`config.mk`:
```
export PLATFORM = sky130hd
export DESIGN_NAME = pipe_hazard_ctrl
export DESIGN_NICKNAME = d
export VERILOG_FILES = /design/src/rtl/pipe_hazard_ctrl.sv
export SDC_FILE = /design/constraint.sdc
export NUM_CORES = 1
export LEC_CHECK = 0
export ABC_AREA = 1
export ABC_CLOCK_PERIOD_IN_PS = 3400
export CAP_MARGIN = 20
export CELL_PAD_IN_SITES_DETAIL_PLACEMENT = 0
export CELL_PAD_IN_SITES_GLOBAL_PLACEMENT = 1
export CORE_ASPECT_RATIO = 1.1
export CORE_MARGIN = 2
export CORE_UTILIZATION = 34
export CTS_CLUSTER_SIZE = 20
export DETAILED_ROUTE_END_ITERATION = 10
export PLACE_DENSITY = 0.82
export SLEW_MARGIN = 20
export SYNTH_ARGS = -nofsm -noshare
export SYNTH_HDL_FRONTEND = slang
export SYNTH_SLANG_ARGS = --single-unit
```
`constraint.sdc`:
```
create_clock -name CLK -period 3.4 [get_ports CLK]
set_clock_uncertainty 0.05 [all_clocks]
set_input_delay 0.68 -clock CLK [delete_from_list [all_inputs] [get_ports CLK]]
set_output_delay 0.68 -clock CLK [all_outputs]
set_load 0.02 [all_outputs]
```
`src/rtl/pipe_hazard_ctrl.sv`:
```
// Hazard/sequencing controller for the 5-stage MIPS pipeline: load-use stall, redirect squash,
// optional mult/div occupancy hold (define MULDIV_STALL_EN) and saturating perf counters.
module pipe_hazard_ctrl #(
    parameter int MULDIV_CYCLES = 4
) (
    input  logic        CLK,
    input  logic        RSTn,
    input  logic [5:0]  ID_OP,
    input  logic [5:0]  ID_Funct,
    input  logic [4:0]  ID_rs,
    input  logic [4:0]  ID_rt,
    input  logic        EX_MemRead,
    input  logic [4:0]  EX_Wreg_addr,
    input  logic        EX_redirect,
    output logic        PC_en,
    output logic        IFID_en,
    output logic        IFID_flush,
    output logic        IDEX_flush,
    output logic        md_busy,
    output logic [15:0] stall_cycles,
    output logic [15:0] flush_count
);

    logic uses_rt;
    logic load_use;
    logic is_md;
    logic is_hilo;
    logic md_hold;
    logic stall;

    assign uses_rt  = (ID_OP == 6'h00) || (ID_OP == 6'h04) || (ID_OP == 6'h05) || (ID_OP == 6'h2B);
    assign load_use = EX_MemRead && (EX_Wreg_addr != 5'd0) &&
                      ((EX_Wreg_addr == ID_rs) || (uses_rt && (EX_Wreg_addr == ID_rt)));
    assign is_md    = (ID_OP == 6'h00) && (ID_Funct inside {6'h18, 6'h19, 6'h1A, 6'h1B});
    assign is_hilo  = (ID_OP == 6'h00) && (ID_Funct inside {6'h10, 6'h12});
    assign md_hold  = md_busy && (is_md || is_hilo);

    // A redirect squashes the ID instruction, so it never also stalls.
    assign stall    = (load_use || md_hold) && !EX_redirect;

    // While reset is held the pipeline is frozen and both latches load bubbles.
    assign PC_en      = RSTn && !stall;
    assign IFID_en    = RSTn && !stall;
    assign IFID_flush = !RSTn || EX_redirect;
    assign IDEX_flush = !RSTn || EX_redirect || stall;

`ifdef MULDIV_STALL_EN
    typedef enum logic {RUN, MD_BUSY} md_state_t;

    md_state_t  state;
    logic [3:0] md_cnt;

    // Redirects do not abort an in-flight mult/div: it is older than the branch.
    always_ff @(negedge CLK or negedge RSTn) begin
        if (!RSTn) begin
            state  <= RUN;
            md_cnt <= 4'd0;
        end else begin
            case (state)
                RUN: begin
                    if (is_md && !stall && !EX_redirect) begin
                        state  <= MD_BUSY;
                        md_cnt <= 4'(MULDIV_CYCLES);
                    end
                end
                MD_BUSY: begin
                    if (md_cnt == 4'd1) begin
                        state  <= RUN;
                        md_cnt <= 4'd0;
                    end else begin
                        md_cnt <= md_cnt - 4'd1;
                    end
                end
                default: begin
                    state  <= RUN;
                    md_cnt <= 4'd0;
                end
            endcase
        end
    end

    assign md_busy = (state == MD_BUSY);
`else
    logic [3:0] unused_md_cycles;
    assign unused_md_cycles = 4'(MULDIV_CYCLES);
    assign md_busy          = 1'b0;
`endif

    always_ff @(negedge CLK or negedge RSTn) begin
        if (!RSTn) begin
            stall_cycles <= 16'd0;
            flush_count  <= 16'd0;
        end else begin
            if (stall && (stall_cycles != 16'hFFFF))
                stall_cycles <= stall_cycles + 16'd1;
            if (EX_redirect && (flush_count != 16'hFFFF))
                flush_count <= flush_count + 16'd1;
        end
    end

endmodule

```
* Word-level counts from Yosys, hierarchy flattened
Cells that the tools add are included. W data, S select, Z words.
Operators by class: add/sub/neg operators 2, multiply operators 0, divide/modulo/power cells 0, magnitude comparators 0, equality and inequality tests 7, shifts and indexed selects 0, muxes and demuxes 0, bitwise gates (word level) 0, reductions and logical operators 18
Operators by type and width (count):
- $add A16 B1 Y16 const B | 2
- $ne A16 B16 Y1 const B | 2
- $eq A6 B3 Y1 const B | 2
- $eq A5 B5 Y1 | 2
- $logic_and A1 B1 Y1 | 7
- $eq A6 B6 Y1 const B | 1
- $logic_not A6 Y1 | 1
- $logic_or A1 B1 Y1 | 6
- $reduce_bool A5 Y1 | 1
- $logic_not A1 Y1 | 3
Storage, ports and cells: register bits after elaboration 32, latch bits 0, memory bits (writable) 0, memory bits (read-only) 0, input port bits 31, output and inout port bits 37, logic and storage cells 29, memories 0

* Longest topological paths before layout
depth after elaboration 10, depth in mapped cells 10, mapped depth without buffers 9

==> results.cfg <==
[pwr]
irDropWorstVdd_mv = 0.333
p_leak_nw = 1.69
p_per_area_mw_per_mm2 = 386

[min_path]
whs_path_depth = 3
hold_end = stall_cycles[0]
min_path_type = reg -> reg
hold_start = stall_cycles[0]

[floorplan]
start_util_pct = 35.2
dieArea_mm2 = 0.00708
rows = 30
core-area_mm2 = 0.00619
ios = 68
die_x_um = 80.4
die_h_um = 88.0

[sta]
hold_viol = 0
slew_viol_final = 0
rsz0062_at_grt = true
hold_slack_ns = 0.482
final-setup-viol-count = 0

[clock_tree]
cts_buffer_depth = 2
hold_buffers = 0
htree_num_levels = 2
cts_num_sinks = 32
clockRootBuffer = clkbuf_8
clkSlewWorstSetupHoldPaths_ns = 0.05
clock_latency_ns = 0.30
numCtsBuffers = 5
tritoncts = done

[route]
drt_iter0_drc = 88
wl_mm = 5.96
viasPerCell = 4.60
drt-wirelength-per-cell_um = 11.9
dr_total_vias = 2303
antenna_left = 0
firstDrtPassIters = 4
remaining_drc_errors = 0

[placed_design]
gp_congestion = 0.855
hpwlAfterDp_mm = 4.45
io_buffers = 60

[global_route]
first_global_vias = 2329
grt_first_pass_wirelength_mm = 10.2
antenna_found_initial = 0
grt_max_degree = 18
grt_overflow = 0
grt_usage_pct = 18.3

[logic_synthesis]
syn-num-nets = 344
yosys-top-cells-area = dfrtn_1 (37%), nand2_1 (20%), xor2_1 (6.8%)
synth_seq_cells = 32
synth_top_area_share_pct = 36.7
synth_top_area_cell = dfrtn_1
syn-cell-area_mm2 = 0.00218
async_flop_share_pct = 100
synth-edff-count = 0
synth_seq_area_share_pct = 36.7
syn_avg_cell_area_um2 = 7.02
synth.distinct_cells = 25
yosys_warnings = 0
synthFlopType = dfrtn_1
syn_inst = 311

[setup_path]
r2r_cells = 8
slowest_stage = dfrtn_1
critPathMaxStageDelay_ns = 0.46
crit_arrival_ns = 2.64
start_kind = flip-flop
r2r_end = stall_cycles[10]
critical_path_required_ns = 2.67
rrSetupSlack_ns = 1.43
path_class = reg -> out
cp-end-kind = output port
crit_buf_inv = 1
cp_max_fo = 3
critPathTopFamily = flip-flops
worstSetupStartpoint = flush_count[14]
crit_chain = buf_2
worstReg2RegStart = stall_cycles[1]

[cells_and_area]
syn_to_final_growth_pct = 45.8
drive_above_1_share_pct = 31.6
final_cell_mix = nand2_1 (108), buf_4 (42), buf_2 (38)
final_common_cell = nand2_1
post-route-util_pct = 51.4
n_antenna_cell = 0
final_nets = 453

[job]
max_cap_violations = 0

[run_status]
outcome = finished, final reports clean
-- state kept, by name, indices dropped and copies added, names as in the netlist --
signal	flops
stall_cycles	16
flush_count	16
-- cell type report --
class	instances	area (µm²)
fillers	640	3010
repair buffers	106	746
flip-flops and latches	32	801
multi-input cells	237	1270
inverters	36	160
clock inverters	3	23.8
repair inverters	2	11.3
well taps	80	100
clock buffers	5	68.8
-- Yosys cell counts (2+ instances only) --
master,n
o21ai_4,2
inv_2,2
o21ai_0,8
inv_1,33
dfrtn_1,32
nand4_1,19
buf_4,3
ha_1,2
xnor2_1,9
buf_2,2
nor2_1,35
nand2_1,115
nor3_1,5
nand3_1,17
xor2_1,17
-- routing by layer --
| metal | up-vias | wire (µm) | GRT usage, % |
|---|---|---|---|
| met5 | - | 0 | 0 |
| met1 | 1064 | 2600 | 22.6 |
| met2 | 35 | 3110 | 32.7 |
| li1 | 1198 | - | - |
| met3 | 6 | 179 | 2.16 |
| met4 | 0 | 69 | 6.32 |
-- worst max path at each step --
| stage | to | depth (start not counted) |
|---|---|---|
| 2_1_floorplan | stall_cycles[3] | 10 |
| 3_3_place_gp | stall_cycles[3] | 10 |
| 3_5_place_dp | stall_cycles[3] | 8 |
| 4_1_cts | stall_cycles[6] | 9 |
| 5_1_grt | stall_cycles[6] | 9 |
| 6_report | flush_count[14] | 1 |
-- cells by family (layout without fill, tap and decap cells) --
family	Yosys count	after routing	synth area share [%]
flip-flops	32	32	36.7
AO/OA/AOI/OAI	11	11	3.67
buffers and inverters	43	152	8.83
other	1	1	0.172
XOR/XNOR	26	26	10.4
AND/OR/NAND/NOR	196	197	39.0
adder cells (fa/ha/maj)	2	2	1.15
-- repair_timing --
action                                 in CTS  in global routing
cloned                                      3                  0
resized for setup                         190                 38
buffers inserted                            2                  2
endpoints found under the hold margin       0                  0
setup endpoints to repair                  52                 28
pin swaps                                  24                 23
-- report_power, final --
group	leakage, nW	internal, mW	switching [mW]
clock	0.0404	0.145	0.163
combinational	1.23	0.194	0.255
sequential	0.424	0.440	0.0296
total	1.69	0.779	0.448
-- per-stage QoR --
step	worst slack, ns	power (mW)	instances	cell area, µm²	TNS (ns)
final	0.0282	1.23	501	3180	0
after CTS	0.000933	1.24	499	3180	0
after global placement	-0.736	0.970	486	3170	-17.33
after detailed placement	-0.762	0.975	486	3170	-17.57
after global routing	-0.0173	1.31	501	3180	-0.0173
after floorplan	-0.0934	0.704	311	2210	-0.886
Note: power is estimated with default switching activity, not from simulation.
